`src/rtl/cic_pkg.sv`:
```
`default_nettype none
// cic_pkg: shared state encoding and default configuration for the CIC sequencer.
// Rev 1.0
package cic_pkg;

    localparam logic [1:0] ST_IDLE   = 2'd0;
    localparam logic [1:0] ST_FLUSH  = 2'd1;
    localparam logic [1:0] ST_SETTLE = 2'd2;
    localparam logic [1:0] ST_RUN    = 2'd3;

    localparam int CIC_DEF_RATIO = 64;
    localparam int CIC_OW        = 24;
    localparam int CIC_N_STAGES  = 3;
    localparam int CIC_MIN_RATIO = 2;

endpackage
`default_nettype wire

```
`src/rtl/cic_ctrl_if.sv`:
```
`default_nettype none
// cic_ctrl_if: control, CIC timing and sample handshake bundle of the CIC sequencer.
// Rev 1.0
interface cic_ctrl_if #(
    parameter int RW = 8,
    parameter int OW = cic_pkg::CIC_OW
);
    logic          en;
    logic [RW-1:0] ratio_in;
    logic          ratio_ld;
    logic [OW-1:0] cic_out;
    logic          cic_rst;
    logic          pdm_ce;
    logic          dec_stb;
    logic [OW-1:0] smp_data;
    logic          smp_valid;
    logic          smp_ready;
    logic          overrun;
    logic          ov_clr;
    logic          busy;

    modport slave (
        input  en, ratio_in, ratio_ld, cic_out, smp_ready, ov_clr,
        output cic_rst, pdm_ce, dec_stb, smp_data, smp_valid, overrun, busy
    );

    modport master (
        output en, ratio_in, ratio_ld, cic_out, smp_ready, ov_clr,
        input  cic_rst, pdm_ce, dec_stb, smp_data, smp_valid, overrun, busy
    );
endinterface
`default_nettype wire

```
`src/rtl/cic_ce_gen.sv`:
```
`default_nettype none
// cic_ce_gen: PDM bit-rate divider and decimation counter producing pdm_ce and dec_stb.
// Rev 1.0
module cic_ce_gen #(
    parameter int CLK_DIV = 8,
    parameter int RW      = 8
) (
    input  logic          clk,
    input  logic          rst_n,
    input  logic          run_i,
    input  logic          dec_run_i,
    input  logic          clr_i,
    input  logic [RW-1:0] ratio_i,
    output logic          pdm_ce_o,
    output logic          dec_stb_o
);
    localparam int DW = $clog2(CLK_DIV);

    logic [DW-1:0] div_q, div_d;
    logic [RW-1:0] dec_q, dec_d;
    logic          div_wrap;
    logic          dec_wrap;

    assign div_wrap  = (div_q == DW'(CLK_DIV - 1));
    // >= keeps the counter bounded even if the ratio were ever lowered mid-count
    assign dec_wrap  = (dec_q >= (ratio_i - RW'(1)));
    assign pdm_ce_o  = run_i && div_wrap;
    assign dec_stb_o = dec_run_i && pdm_ce_o && dec_wrap;

    always_comb begin
        div_d = div_wrap ? '0 : div_q + DW'(1);
        if (clr_i || !run_i) begin
            div_d = '0;
        end
        dec_d = dec_q;
        if (clr_i || !dec_run_i) begin
            dec_d = '0;
        end else if (pdm_ce_o) begin
            dec_d = dec_wrap ? '0 : dec_q + RW'(1);
        end
    end

    always_ff @(posedge clk or negedge rst_n) begin
        if (!rst_n) begin
            div_q <= '0;
            dec_q <= '0;
        end else begin
            div_q <= div_d;
            dec_q <= dec_d;
        end
    end
endmodule
`default_nettype wire

```
`src/rtl/cic_ctrl.sv`:
```
`default_nettype none
// cic_ctrl: CIC decimator sequencer -- start-up flush, settle discard, ratio shadowing
// and valid/ready sample delivery with sticky overrun.  Rev 1.0
module cic_ctrl
    import cic_pkg::*;
#(
    parameter int CLK_DIV   = 8,
    parameter int RW        = 8,
    parameter int DEF_RATIO = CIC_DEF_RATIO,
    parameter int N_STAGES  = CIC_N_STAGES,
    parameter int FLUSH_CYC = 4,
    parameter int OW        = CIC_OW
) (
    input  logic       clk,
    input  logic       rst_n,
    cic_ctrl_if.slave  ctl
);
    localparam int FW = $clog2(FLUSH_CYC + 1);
    localparam int SW = $clog2(N_STAGES + 1);

    logic [1:0]    state_q, state_d;
    logic [FW-1:0] flush_q, flush_d;
    logic [SW-1:0] settle_q, settle_d;
    logic [RW-1:0] ratio_q, ratio_d;
    logic [RW-1:0] shadow_q;
    logic          cap_q, cap_d;
    logic [OW-1:0] data_q, data_d;
    logic          valid_q, valid_d;
    logic          ovr_q, ovr_d;

    logic          pdm_ce;
    logic          dec_stb;
    logic          in_reset;
    logic [RW-1:0] ld_val;
    logic [RW-1:0] shadow_nxt;
    logic          apply;
    logic          capture;
    logic          ovr_set;

    assign in_reset   = (state_q == ST_IDLE) || (state_q == ST_FLUSH);
    assign ld_val     = (ctl.ratio_in < RW'(CIC_MIN_RATIO)) ? RW'(CIC_MIN_RATIO) : ctl.ratio_in;
    // A load in the strobe cycle itself must be seen by that strobe's compare
    assign shadow_nxt = ctl.ratio_ld ? ld_val : shadow_q;
    assign apply      = dec_stb && (shadow_nxt != ratio_q);
    assign capture    = cap_q && ctl.en;
    assign ovr_set    = capture && valid_q && !ctl.smp_ready;

    cic_ce_gen #(
        .CLK_DIV (CLK_DIV),
        .RW      (RW)
    ) u_ce_gen (
        .clk       (clk),
        .rst_n     (rst_n),
        .run_i     (state_q != ST_IDLE),
        .dec_run_i (!in_reset),
        .clr_i     (!ctl.en),
        .ratio_i   (ratio_q),
        .pdm_ce_o  (pdm_ce),
        .dec_stb_o (dec_stb)
    );

    always_comb begin
        state_d  = state_q;
        flush_d  = flush_q;
        settle_d = settle_q;
        case (state_q)
            ST_IDLE: begin
                flush_d = '0;
                if (ctl.en) state_d = ST_FLUSH;
            end
            ST_FLUSH: begin
                if (pdm_ce) begin
                    if (flush_q == FW'(FLUSH_CYC - 1)) begin
                        state_d  = ST_SETTLE;
                        flush_d  = '0;
                        settle_d = '0;
                    end else begin
                        flush_d = flush_q + FW'(1);
                    end
                end
            end
            ST_SETTLE: begin
                if (apply) begin
                    settle_d = '0;
                end else if (dec_stb) begin
                    if (settle_q == SW'(N_STAGES - 1)) begin
                        state_d  = ST_RUN;
                        settle_d = '0;
                    end else begin
                        settle_d = settle_q + SW'(1);
                    end
                end
            end
            ST_RUN: begin
                if (apply) begin
                    state_d  = ST_SETTLE;
                    settle_d = '0;
                end
            end
            default: state_d = ST_IDLE;
        endcase
        if (!ctl.en) begin
            state_d  = ST_IDLE;
            flush_d  = '0;
            settle_d = '0;
        end
    end

    always_comb begin
        ratio_d = ratio_q;
        if (in_reset || apply) ratio_d = shadow_nxt;
        // The strobe that applies a new ratio carries a stale CIC result
        cap_d  = ctl.en && (state_q == ST_RUN) && dec_stb && !apply;
        data_d = capture ? ctl.cic_out : data_q;
        valid_d = valid_q;
        if (!ctl.en) begin
            valid_d = 1'b0;
        end else if (capture) begin
            valid_d = 1'b1;
        end else if (valid_q && ctl.smp_ready) begin
            valid_d = 1'b0;
        end
        ovr_d = ovr_set ? 1'b1 : (ctl.ov_clr ? 1'b0 : ovr_q);
    end

    always_ff @(posedge clk or negedge rst_n) begin
        if (!rst_n) begin
            state_q  <= ST_IDLE;
            flush_q  <= '0;
            settle_q <= '0;
            ratio_q  <= RW'(DEF_RATIO);
            shadow_q <= RW'(DEF_RATIO);
            cap_q    <= 1'b0;
            data_q   <= '0;
            valid_q  <= 1'b0;
            ovr_q    <= 1'b0;
        end else begin
            state_q  <= state_d;
            flush_q  <= flush_d;
            settle_q <= settle_d;
            ratio_q  <= ratio_d;
            shadow_q <= shadow_nxt;
            cap_q    <= cap_d;
            data_q   <= data_d;
            valid_q  <= valid_d;
            ovr_q    <= ovr_d;
        end
    end

    assign ctl.cic_rst   = in_reset;
    assign ctl.busy      = (state_q != ST_IDLE);
    assign ctl.pdm_ce    = pdm_ce;
    assign ctl.dec_stb   = dec_stb;
    assign ctl.smp_data  = data_q;
    assign ctl.smp_valid = valid_q;
    assign ctl.overrun   = ovr_q;
endmodule
`default_nettype wire

```
`src/flat_wrapper.sv`:
```
// flat-port wrapper written by rule: the top's interface ports become plain ports
module cic_ctrl_flat import cic_pkg::*;
#(
    parameter int CLK_DIV   = 8,
    parameter int RW        = 8,
    parameter int DEF_RATIO = CIC_DEF_RATIO,
    parameter int N_STAGES  = CIC_N_STAGES,
    parameter int FLUSH_CYC = 4,
    parameter int OW        = CIC_OW
)
  (clk, rst_n, ctl_en, ctl_ratio_in, ctl_ratio_ld, ctl_cic_out, ctl_smp_ready, ctl_ov_clr, ctl_cic_rst, ctl_pdm_ce, ctl_dec_stb, ctl_smp_data, ctl_smp_valid, ctl_overrun, ctl_busy);
  cic_ctrl_if #(.RW(RW), .OW(OW)) ctl_i ();
  input  logic clk;
  input  logic rst_n;
  input wire logic [$bits(ctl_i.en)-1:0] ctl_en;
  input wire logic [$bits(ctl_i.ratio_in)-1:0] ctl_ratio_in;
  input wire logic [$bits(ctl_i.ratio_ld)-1:0] ctl_ratio_ld;
  input wire logic [$bits(ctl_i.cic_out)-1:0] ctl_cic_out;
  input wire logic [$bits(ctl_i.smp_ready)-1:0] ctl_smp_ready;
  input wire logic [$bits(ctl_i.ov_clr)-1:0] ctl_ov_clr;
  output wire logic [$bits(ctl_i.cic_rst)-1:0] ctl_cic_rst;
  output wire logic [$bits(ctl_i.pdm_ce)-1:0] ctl_pdm_ce;
  output wire logic [$bits(ctl_i.dec_stb)-1:0] ctl_dec_stb;
  output wire logic [$bits(ctl_i.smp_data)-1:0] ctl_smp_data;
  output wire logic [$bits(ctl_i.smp_valid)-1:0] ctl_smp_valid;
  output wire logic [$bits(ctl_i.overrun)-1:0] ctl_overrun;
  output wire logic [$bits(ctl_i.busy)-1:0] ctl_busy;
  assign ctl_i.en = ctl_en;
  assign ctl_i.ratio_in = ctl_ratio_in;
  assign ctl_i.ratio_ld = ctl_ratio_ld;
  assign ctl_i.cic_out = ctl_cic_out;
  assign ctl_i.smp_ready = ctl_smp_ready;
  assign ctl_i.ov_clr = ctl_ov_clr;
  assign ctl_cic_rst = ctl_i.cic_rst;
  assign ctl_pdm_ce = ctl_i.pdm_ce;
  assign ctl_dec_stb = ctl_i.dec_stb;
  assign ctl_smp_data = ctl_i.smp_data;
  assign ctl_smp_valid = ctl_i.smp_valid;
  assign ctl_overrun = ctl_i.overrun;
  assign ctl_busy = ctl_i.busy;
  cic_ctrl #(.CLK_DIV(CLK_DIV), .RW(RW), .DEF_RATIO(DEF_RATIO), .N_STAGES(N_STAGES), .FLUSH_CYC(FLUSH_CYC), .OW(OW)) u_core (.clk(clk), .rst_n(rst_n), .ctl(ctl_i));
endmodule
```
`config.mk`:
```
export PLATFORM = sky130hd
export DESIGN_NAME = cic_ctrl_flat
export DESIGN_NICKNAME = d
export VERILOG_FILES = /design/src/rtl/cic_pkg.sv /design/src/rtl/cic_ctrl_if.sv /design/src/rtl/cic_ce_gen.sv /design/src/rtl/cic_ctrl.sv /design/src/flat_wrapper.sv
export SDC_FILE = /design/constraint.sdc
export NUM_CORES = 1
export LEC_CHECK = 0
export ABC_AREA = 1
export CAP_MARGIN = 20
export CORE_ASPECT_RATIO = 0.9
export CORE_MARGIN = 1.5
export CORE_UTILIZATION = 40
export DETAILED_ROUTE_END_ITERATION = 10
export GPL_TIMING_DRIVEN = 1
export MAX_ROUTING_LAYER = met4
export PLACE_DENSITY = 0.63
export SYNTH_ARGS = -nofsm -noshare
export SYNTH_HDL_FRONTEND = slang
export SYNTH_SLANG_ARGS = --single-unit
```
`constraint.sdc`:
```
create_clock -name clk -period 7.8 [get_ports clk]
set_clock_uncertainty 0.1 [all_clocks]
set_input_delay 1.56 -clock clk [delete_from_list [all_inputs] [get_ports clk]]
set_output_delay 1.56 -clock clk [all_outputs]
set_load 0.01 [all_outputs]
```
==> results of run 1 <==
## Yosys cell counts, types with 2 or more instances
cell        n  area (µm²)
a21oi_1     7       35.03
buf_6       2       22.52
clkbuf_1    4       15.01
dfrtp_1    59        1476
dfstp_2     2       52.55
ha_1       13       162.7
inv_1      42       157.7
nand2_1   148       555.5
nand2_2     5       31.28
nand2_4     2       22.52
nand3_1    27       135.1
nand3_2     2       20.02
nand4_1     3       18.77
nor2_1     25       93.84
nor3_1      4       20.02
o21ai_0    14       70.07
o21ai_2     8       70.07
xor2_1     11       96.34
## flip-flops by register name, indices dropped and copies added, names as in the netlist
register	flops
u_core.cap_q	1
u_core.ctl.smp_valid	1
u_core.settle_q	2
u_core.u_ce_gen.div_q	3
u_core.u_ce_gen.dec_q	8
u_core.flush_q	3
u_core.ctl.smp_data	24
u_core.shadow_q	8
u_core.ctl.overrun	1
u_core.ratio_q	8
u_core.state_q	2
## final timing paths
kind	to	slack, ns	startpoint
setup / recovery	ctl_dec_stb	2.99	u_core.ratio_q[0]
hold / removal	u_core.u_ce_gen.div_q[0]	0.34	u_core.u_ce_gen.div_q[0]
setup reg to reg	u_core.settle_q[0]	4.89	u_core.ratio_q[0]
hold reg to reg	u_core.u_ce_gen.div_q[0]	0.34	u_core.u_ce_gen.div_q[0]
max in group asynchronous	u_core.ctl.smp_data[18]	5.82	rst_n
min in group asynchronous	u_core.u_ce_gen.dec_q[6]	1.27	rst_n
## kinds of logic (layout without fill, tap and decap cells)
| group | count (synthesis) | in the layout | synth area share (%) |
|---|---|---|---|
| compound gates | 32 | 32 | 6.356 |
| xor+xnor | 12 | 12 | 3.379 |
| fa+ha+maj | 13 | 13 | 5.229 |
| buf+inv | 49 | 127 | 6.637 |
| flops | 61 | 61 | 49.16 |
| simple gates | 218 | 218 | 29.24 |
## worst register-to-register path: cells and delay by family, from the launching register on
| family | cells | cell delay [ns] |
|---|---|---|
| xor+xnor | 1 | 0.17 |
| fa+ha+maj | 2 | 0.47 |
| compound gates | 1 | 0.08 |
| simple gates | 11 | 1.22 |
| flops | 1 | 0.38 |
| buf+inv | 3 | 0.38 |
## final cells by class
type / count / area [µm²] / area share, %
tap: 96 / 120.1 / 2.947
multi-input combinational: 275 / 1375 / 33.74
inverter: 43 / 168.9 / 4.145
timing repair buffer: 68 / 673.1 / 16.52
clock inverter: 6 / 71.32 / 1.750
clock buffer: 10 / 137.6 / 3.377
sequential: 61 / 1529 / 37.52
## report_power, final
group / switching, mW / internal (mW) / leakage (nW)
logic: 0.140 / 0.0937 / 1.21
registers: 0.0241 / 0.346 / 0.815
clock network: 0.132 / 0.158 / 0.0991
total: 0.296 / 0.598 / 2.12
## per-stage QoR
| stage | cell area (µm²) | worst slack (ns) | utilization [%] |
|---|---|---|---|
| 3_3_place_gp | 3866 | 3.402 | 51.24 |
| 2_1_floorplan | 3110 | 4.085 | - |
| 3_5_place_dp | 3866 | 3.321 | 51.24 |
| 6_report | 4075 | 2.993 | 54.01 |
| 5_1_grt | 4075 | 2.690 | 54.01 |
| 4_1_cts | 4075 | 2.956 | 54.01 |
## metal layers
| metal | vias to the layer above | wire, µm | track usage (%) |
|---|---|---|---|
| li1 | 1358 | - | - |
| met1 | 1142 | 3251 | 24.31 |
| met2 | 60 | 2993 | 27.27 |
| met3 | 10 | 370 | 6.053 |
| met4 | 0 | 81 | 5.615 |
| met5 | - | 0 | - |
==> results.sh, run 1 <==
export IMPL_status="complete, no violations"
export IMPL_clkTransAtPathRegs_ns=0.07
export IMPL_hold_depth=1
export IMPL_n_fill_cell=720
export IMPL_cts_tree="built"
export IMPL_synth_area_mm2=0.003110
export IMPL_netlist_instances=385
export IMPL_crit_required_ns=6.14
export IMPL_ys_seq_area_share_pct=49.16
export IMPL_yosys_most_used_dff="dfrtp_1"
export IMPL_power_leakage_nw=2.122
export IMPL_drtPass1Iterations=5
export IMPL_synth_edff_count=0
export IMPL_setup_viol=0
export IMPL_clock_sinks=61
export IMPL_drtAntennaViolNets=0
export IMPL_post_drt_wl_per_cell_um=11.98
export IMPL_tightest_slew_ns=0.8453
export IMPL_slowest_stage="clkdlybuf4s50_1"
export IMPL_grt_max_degree=62
export IMPL_hpwl_mm=4.809
export IMPL_clk_path_buf_depth=2
export IMPL_numCtsBuffers=9
export IMPL_holdBufCountCts=0
export IMPL_synth_fp_nets=436
export IMPL_clock_latency_ns=0.33
export IMPL_crit_top_cell="inv_1"
export IMPL_cp_num_cells=14
export IMPL_timing_hold_ws_ns=0.3398
export IMPL_hold_viol=0
export IMPL_std_cell_rows=30
export IMPL_yosysUniqueCellTypes=25
export IMPL_finalCritPeriodShare_pct=61.63
export IMPL_slew_headroom_pct=43.51
export IMPL_final_cell_mix="nand2_1, clkdlybuf4s50_1, dfrtp_1, inv_1, nand3_1"
export IMPL_start_kind="register"
export IMPL_cp_max_fo=6
export IMPL_critPathTopFamily="buffers and inverters"
export IMPL_nNetsFinal=509
export IMPL_crit_buf_inv=4
export IMPL_antenna_cells=0
export IMPL_core_mm2=0.007545
export IMPL_p_per_area_mw_per_mm2=219.3
export IMPL_fin_tns_setup_ns=0
export IMPL_slew_viol_final=0
export IMPL_fmax_mhz=208.0
export IMPL_die_area_mm2=0.008315
export IMPL_grt_pass1_vias=2586
export IMPL_crit_path_end_kind="output port"
export IMPL_route_detailed_drc=0
export IMPL_crit_type="register to output port"
export IMPL_start_util_pct=41.23
export IMPL_die_w_um=95.95
export IMPL_top_level_ports=68
export IMPL_placedCellCount=543
export IMPL_async_flop_share_pct=100.0
export IMPL_globalplace_congestion=0.8458
export IMPL_antenna_found_initial=0
export IMPL_cts_repair_resized=0
export IMPL_htreeDepth=3
export IMPL_crit_arrival_ns=3.15
export IMPL_rsz0062_at_grt="false"
export IMPL_drv_cap=0
export IMPL_finalNonFillerCells=559
export IMPL_slowest_delay_ns=0.56
export IMPL_yosysWarningCount=0
export IMPL_overflow=0
export IMPL_area_growth_syn_to_layout_pct=31.01
export IMPL_path_cells="inv_1, ha_1, nand3_1, nor3_1, xor2_1, inv_1, ha_1, nand2_1, nor2_1, nand4_1, nand3_1, nand2_1, inv_1, clkdlybuf4s50_1"
export IMPL_period_needed_ns=4.807
export IMPL_peakVddDrop_mv=0.09200
export IMPL_hp_class="register to register"
export IMPL_vias_per_cell=4.597
export IMPL_dieHeight_um=86.66
export IMPL_final_common_cell="nand2_1"
export IMPL_syn_avg_cell_area_um2=8.079
export IMPL_p_total_mw=0.8937
export IMPL_numPortBuffers=67
export IMPL_synth_seq_cells=61
export IMPL_vias=2570
export IMPL_wl_mm=6.696
export IMPL_grt_pass1_wl_mm=11.50
export IMPL_grt_use_total_pct=18.55
export IMPL_post_cts_buffers=0
export IMPL_cts_root_buf="clkbuf_8"
export IMPL_drt_iter0_drc=109
export IMPL_worstRegToRegCells=18
export IMPL_drive_gt1_share_pct=8.423
(Power assumes the default switching activity.)
==> inputs of run 2 (changes only) <==
==> constraint.sdc (replaced) <==
create_clock -name clk -period 4.9 [get_ports clk]
set_clock_uncertainty 0.1 [all_clocks]
set_input_delay 0.98 -clock clk [delete_from_list [all_inputs] [get_ports clk]]
set_output_delay 0.98 -clock clk [all_outputs]
set_load 0.01 [all_outputs]
==> results.sh, run 2 (same netlist as run 1, synthesis figures left out) <==
export IMPL_final_common_cell="nand2_1"
export IMPL_ff2ff_setup_slack_ns=1.94
export IMPL_cts_root_buf="clkbuf_8"
export IMPL_vias=2592
export IMPL_slew_viol_final=0
export IMPL_post_drt_wl_per_cell_um=12.05
export IMPL_dieHeight_um=86.66
export IMPL_globalplace_congestion=0.8339
export IMPL_cts_repair_resized=0
export IMPL_grt_max_degree=49
export IMPL_drv_cap=0
export IMPL_finalCritPeriodShare_pct=87.33
export IMPL_clock_sinks=61
export IMPL_crit_required_ns=3.82
export IMPL_final_cell_mix="nand2_1, clkdlybuf4s50_1, dfrtp_1, inv_1, nand3_1"
export IMPL_antenna_found_initial=0
export IMPL_holdPathEnd="u_core.ctl.smp_data[11]"
export IMPL_nNetsFinal=510
export IMPL_dp_slack_ns=0.9689
export IMPL_numPortBuffers=67
export IMPL_worstRegToRegCells=18
export IMPL_setup_viol=0
export IMPL_grt_pass1_vias=2573
export IMPL_period_needed_ns=4.279
export IMPL_grt_pass1_wl_mm=11.42
export IMPL_hpwl_mm=4.909
export IMPL_post_cts_buffers=0
export IMPL_pwr_share_seq_pct=41.8
export IMPL_cp_max_fo=6
export IMPL_swShare_pct=33.57
export IMPL_drive_gt1_share_pct=8.405
export IMPL_rsz0062_at_grt="false"
export IMPL_hold_depth=2
export IMPL_hold_start="u_core.ctl.smp_data[11]"
export IMPL_antenna_cells=0
export IMPL_drt_iter0_drc=88
export IMPL_hold_viol=0
export IMPL_fin_tns_setup_ns=0
export IMPL_std_cell_rows=30
export IMPL_crit_path_end_kind="output port"
export IMPL_wl_mm=6.747
export IMPL_area_growth_syn_to_layout_pct=30.93
export IMPL_fmax_mhz=233.7
export IMPL_numCtsBuffers=9
export IMPL_crit_type="register to output port"
export IMPL_power_leakage_nw=2.121
export IMPL_core_mm2=0.007545
export IMPL_start_kind="register"
export IMPL_crit_arrival_ns=3.20
export IMPL_die_area_mm2=0.008315
export IMPL_comb_power_share_pct=26.1
export IMPL_slew_headroom_pct=52.38
export IMPL_reg2reg_from="u_core.ratio_q[0]"
export IMPL_status="complete, no violations"
export IMPL_drtAntennaViolNets=0
export IMPL_start_util_pct=41.23
export IMPL_overflow=0
export IMPL_grt_use_total_pct=18.52
export IMPL_power_switching_mw=0.4737
export IMPL_setup_ws_ns=0.6208
export IMPL_clock_latency_ns=0.35
export IMPL_tightest_slew_ns=0.7135
export IMPL_top_level_ports=68
export IMPL_clk_path_buf_depth=2
export IMPL_clkTransAtPathRegs_ns=0.08
export IMPL_n_fill_cell=710
export IMPL_holdBufCountCts=0
export IMPL_die_w_um=95.95
export IMPL_p_clk_share_pct=32.1
export IMPL_p_per_area_mw_per_mm2=346.6
export IMPL_internal_power_mw=0.9377
export IMPL_peakVddDrop_mv=0.1591
export IMPL_route_detailed_drc=0
export IMPL_htreeDepth=3
export IMPL_largest_reg_flops=24
export IMPL_vias_per_cell=4.629
export IMPL_cts_tree="built"
export IMPL_hp_class="register to register"
export IMPL_drtPass1Iterations=4
export IMPL_rr_endpoint="u_core.settle_q[1]"
[run 2: changes by cell type in the layout (fill, tap and decap cells not counted)]
cell      delta
inv_6        +1
clkbuf_1     +1
clkinv_4     -1
clkbuf_8     -1
buf_4        +1
[run 2: per-layer routing]
layer | track usage [%] | share of wire (%)
met1 | 23.57 | 47
met2 | 27.34 | 45
met3 | 7.544 | 6.5
met4 | 4.813 | 0.76
met5 | - | 0
[run 2: power by group through the flow]
stage / sequential (mW) / combinational, mW / clock [mW]
6_report: 0.590 / 0.368 / 0.453
2_1_floorplan: 0.589 / 0.266 / 0
4_1_cts: 0.589 / 0.374 / 0.467
3_3_place_gp: 0.596 / 0.365 / 0
5_1_grt: 0.596 / 0.426 / 0.487
3_5_place_dp: 0.598 / 0.371 / 0
[run 2: metrics by stage]
step | power, mW | utilization, % | instances | hold WS (ns) | area [µm²]
finish | 1.411 | 53.98 | 560 | 0.3796 | 4073
global route | 1.508 | 53.98 | 560 | 0.3794 | 4073
CTS | 1.430 | 53.98 | 560 | 0.3627 | 4073
detailed placement | 0.9688 | 51.34 | 544 | 0.3354 | 3874
global placement | 0.9610 | 51.34 | 544 | 0.3311 | 3874
floorplan | 0.8547 | - | 385 | 0.3150 | 3110
[run 2: area by class of cell]
| class | count | area (µm²) | area share, % |
|---|---|---|---|
| multi-input cells | 275 | 1375 | 33.76 |
| clock buffers | 10 | 127.6 | 3.134 |
| clock inverters | 6 | 71.32 | 1.751 |
| flip-flops and latches | 61 | 1529 | 37.54 |
| well taps | 96 | 120.1 | 2.949 |
| repair buffers | 69 | 680.7 | 16.71 |
| inverters | 43 | 168.9 | 4.147 |
[run 2: critical path, stage by stage (launching register included)]
cell	delay, ns
dfrtp_1	0.39
inv_1	0.16
ha_1	0.21
nand3_1	0.12
nor3_1	0.21
xor2_1	0.19
inv_1	0.06
ha_1	0.26
nand2_1	0.06
nor2_1	0.14
nand4_1	0.10
nand3_1	0.15
nand2_1	0.10
inv_1	0.15
clkdlybuf4s50_1	0.56
[run 2: how the worst max path moves through the flow]
stage	from	endpoint	slack (ns)	cells past startpoint
after floorplan	u_core.ratio_q[0]	ctl_dec_stb	1.77	13
after global placement	u_core.ratio_q[0]	ctl_dec_stb	1.07	14
after detailed placement	u_core.ratio_q[0]	ctl_dec_stb	0.97	14
after CTS	u_core.ratio_q[0]	ctl_dec_stb	0.57	14
after global routing	u_core.ratio_q[0]	ctl_dec_stb	0.27	14
final	u_core.ratio_q[0]	ctl_dec_stb	0.62	14
==> inputs of run 3 (changes only) <==
--- a/config.mk
+++ b/config.mk
@@ -11,9 +11,10 @@
 export CORE_MARGIN = 1.5
 export CORE_UTILIZATION = 40
 export DETAILED_ROUTE_END_ITERATION = 10
+export DONT_BUFFER_PORTS = 1
 export GPL_TIMING_DRIVEN = 1
 export MAX_ROUTING_LAYER = met4
-export PLACE_DENSITY = 0.63
+export PLACE_DENSITY = 0.51
 export SYNTH_ARGS = -nofsm -noshare
 export SYNTH_HDL_FRONTEND = slang
 export SYNTH_SLANG_ARGS = --single-unit
==> results.sh, run 3 (same netlist as run 1, synthesis figures left out) <==
export IMPL_clock_sinks=61
export IMPL_nNetsFinal=441
export IMPL_peakVddDrop_mv=0.3026
export IMPL_crit_arrival_ns=2.60
export IMPL_power_leakage_nw=1.891
export IMPL_overflow=0
export IMPL_final_common_cell="nand2_1"
export IMPL_cp_max_fo=6
export IMPL_final_cell_mix="nand2_1, dfrtp_1, inv_1, nand3_1, nor2_1"
export IMPL_drt_iter0_drc=122
export IMPL_cts_repair_resized=0
export IMPL_cts_root_buf="clkbuf_8"
export IMPL_htreeDepth=3
export IMPL_rsz0062_at_grt="false"
export IMPL_grt_max_degree=62
export IMPL_cts_tree="built"
export IMPL_drive_gt1_share_pct=8.861
export IMPL_period_needed_ns=3.679
export IMPL_dieHeight_um=86.66
export IMPL_hp_class="primary input to asynchronous set/reset pin"
export IMPL_hpwl_mm=4.539
export IMPL_crit_required_ns=3.82
export IMPL_fin_util_pct=45.51
export IMPL_numPortBuffers=0
export IMPL_post_cts_buffers=0
export IMPL_die_w_um=95.95
export IMPL_area_growth_syn_to_layout_pct=10.38
export IMPL_dp_slack_ns=1.552
export IMPL_worstRegToRegCells=18
export IMPL_slew_viol_final=0
export IMPL_die_area_mm2=0.008315
export IMPL_clk_path_buf_depth=2
export IMPL_grt_use_total_pct=17.12
export IMPL_drtAntennaViolNets=0
export IMPL_std_cell_rows=30
export IMPL_crit_path_end_kind="output port"
export IMPL_crit_type="register to output port"
export IMPL_largest_reg_flops=24
export IMPL_vias_per_cell=4.817
export IMPL_clkTransAtPathRegs_ns=0.07
export IMPL_tightest_slew_ns=0.8698
export IMPL_drtPass1Iterations=7
export IMPL_placedCellCount=475
export IMPL_grt_pass1_wl_mm=10.38
export IMPL_finalNonFillerCells=491
export IMPL_wl_mm=6.421
export IMPL_vias=2365
export IMPL_core_mm2=0.007545
export IMPL_clock_latency_ns=0.34
export IMPL_p_per_area_mw_per_mm2=422.3
export IMPL_numCtsBuffers=9
export IMPL_drv_cap=0
export IMPL_setup_viol=0
export IMPL_antenna_found_initial=0
export IMPL_globalplace_congestion=0.8021
export IMPL_setup_ws_ns=1.221
export IMPL_fmax_mhz=271.8
export IMPL_fin_tns_setup_ns=0
export IMPL_finalCritPeriodShare_pct=75.09
export IMPL_antenna_cells=0
export IMPL_top_level_ports=68
export IMPL_slew_headroom_pct=41.87
export IMPL_holdBufCountCts=0
export IMPL_start_util_pct=41.23
export IMPL_status="complete, no violations"
export IMPL_post_drt_wl_per_cell_um=13.08
export IMPL_hold_viol=0
export IMPL_grt_pass1_vias=2115
export IMPL_route_detailed_drc=0
export IMPL_start_kind="register"
run 3: cell types whose count changed in the layout (fill, tap and decap cells not counted), sizes merged:
cell / previous run / this run
bufinv: 1 / 3
buf: 3 / 0
clkbuf: 10 / 12
clkinvlp: 2 / 0
inv: 45 / 43
clkdlybuf4s50: 66 / 0
run 3: power by group:
group	internal (mW)	leakage, nW	switching, mW
Combinational	0.110	0.955	0.201
Clock	0.352	0.121	0.196
Sequential	0.551	0.815	0.0394
run 3: path summary, 6_finish.rpt:
path	start	endpoint	slack, ns
setup reg to reg	u_core.ratio_q[0]	u_core.settle_q[1]	1.94
max in group asynchronous	rst_n	u_core.ratio_q[6]	4.28
setup / recovery	u_core.ratio_q[0]	ctl_dec_stb	1.22
min in group clk	u_core.u_ce_gen.div_q[0]	u_core.u_ce_gen.div_q[0]	0.35
hold reg to reg	u_core.u_ce_gen.div_q[0]	u_core.u_ce_gen.div_q[0]	0.35
hold / removal	rst_n	u_core.state_q[1]	0.24
run 3: routing by layer:
metal  track usage, %  wire length (µm)
met1            23.63              3182
met5                -                 0
met4            4.813                42
met2            23.18              2850
met3            6.667               346
run 3: critical path, stage by stage, from the launching register on:
cell and delay (ns):
dfrtp_1 0.38, inv_1 0.17, ha_1 0.21, nand3_1 0.12, nor3_1 0.20, xor2_1 0.17, inv_1 0.06, ha_1 0.26
nand2_1 0.06, nor2_1 0.13, nand4_1 0.09, nand3_1 0.12, nand2_1 0.10, inv_1 0.20
run 3: metrics by stage:
| stage | cell area (µm²) | total power [mW] | hold WS [ns] |
|---|---|---|---|
| after floorplan | 3110 | 0.8547 | 0.3150 |
| after global placement | 3193 | 0.9126 | 0.3362 |
| final | 3433 | 1.450 | 0.2352 |
| after global routing | 3433 | 1.554 | 0.1976 |
| after CTS | 3433 | 1.472 | 0.2118 |
| after detailed placement | 3193 | 0.9164 | 0.3350 |
run 3: cell type report:
class / instances / area, µm²
clock buffers: 12 / 145.1
clock inverters: 4 / 95.09
fillers: 756 / 4111
inverters: 43 / 168.9
multi-input cells: 275 / 1375
flip-flops and latches: 61 / 1529
well taps: 96 / 120.1
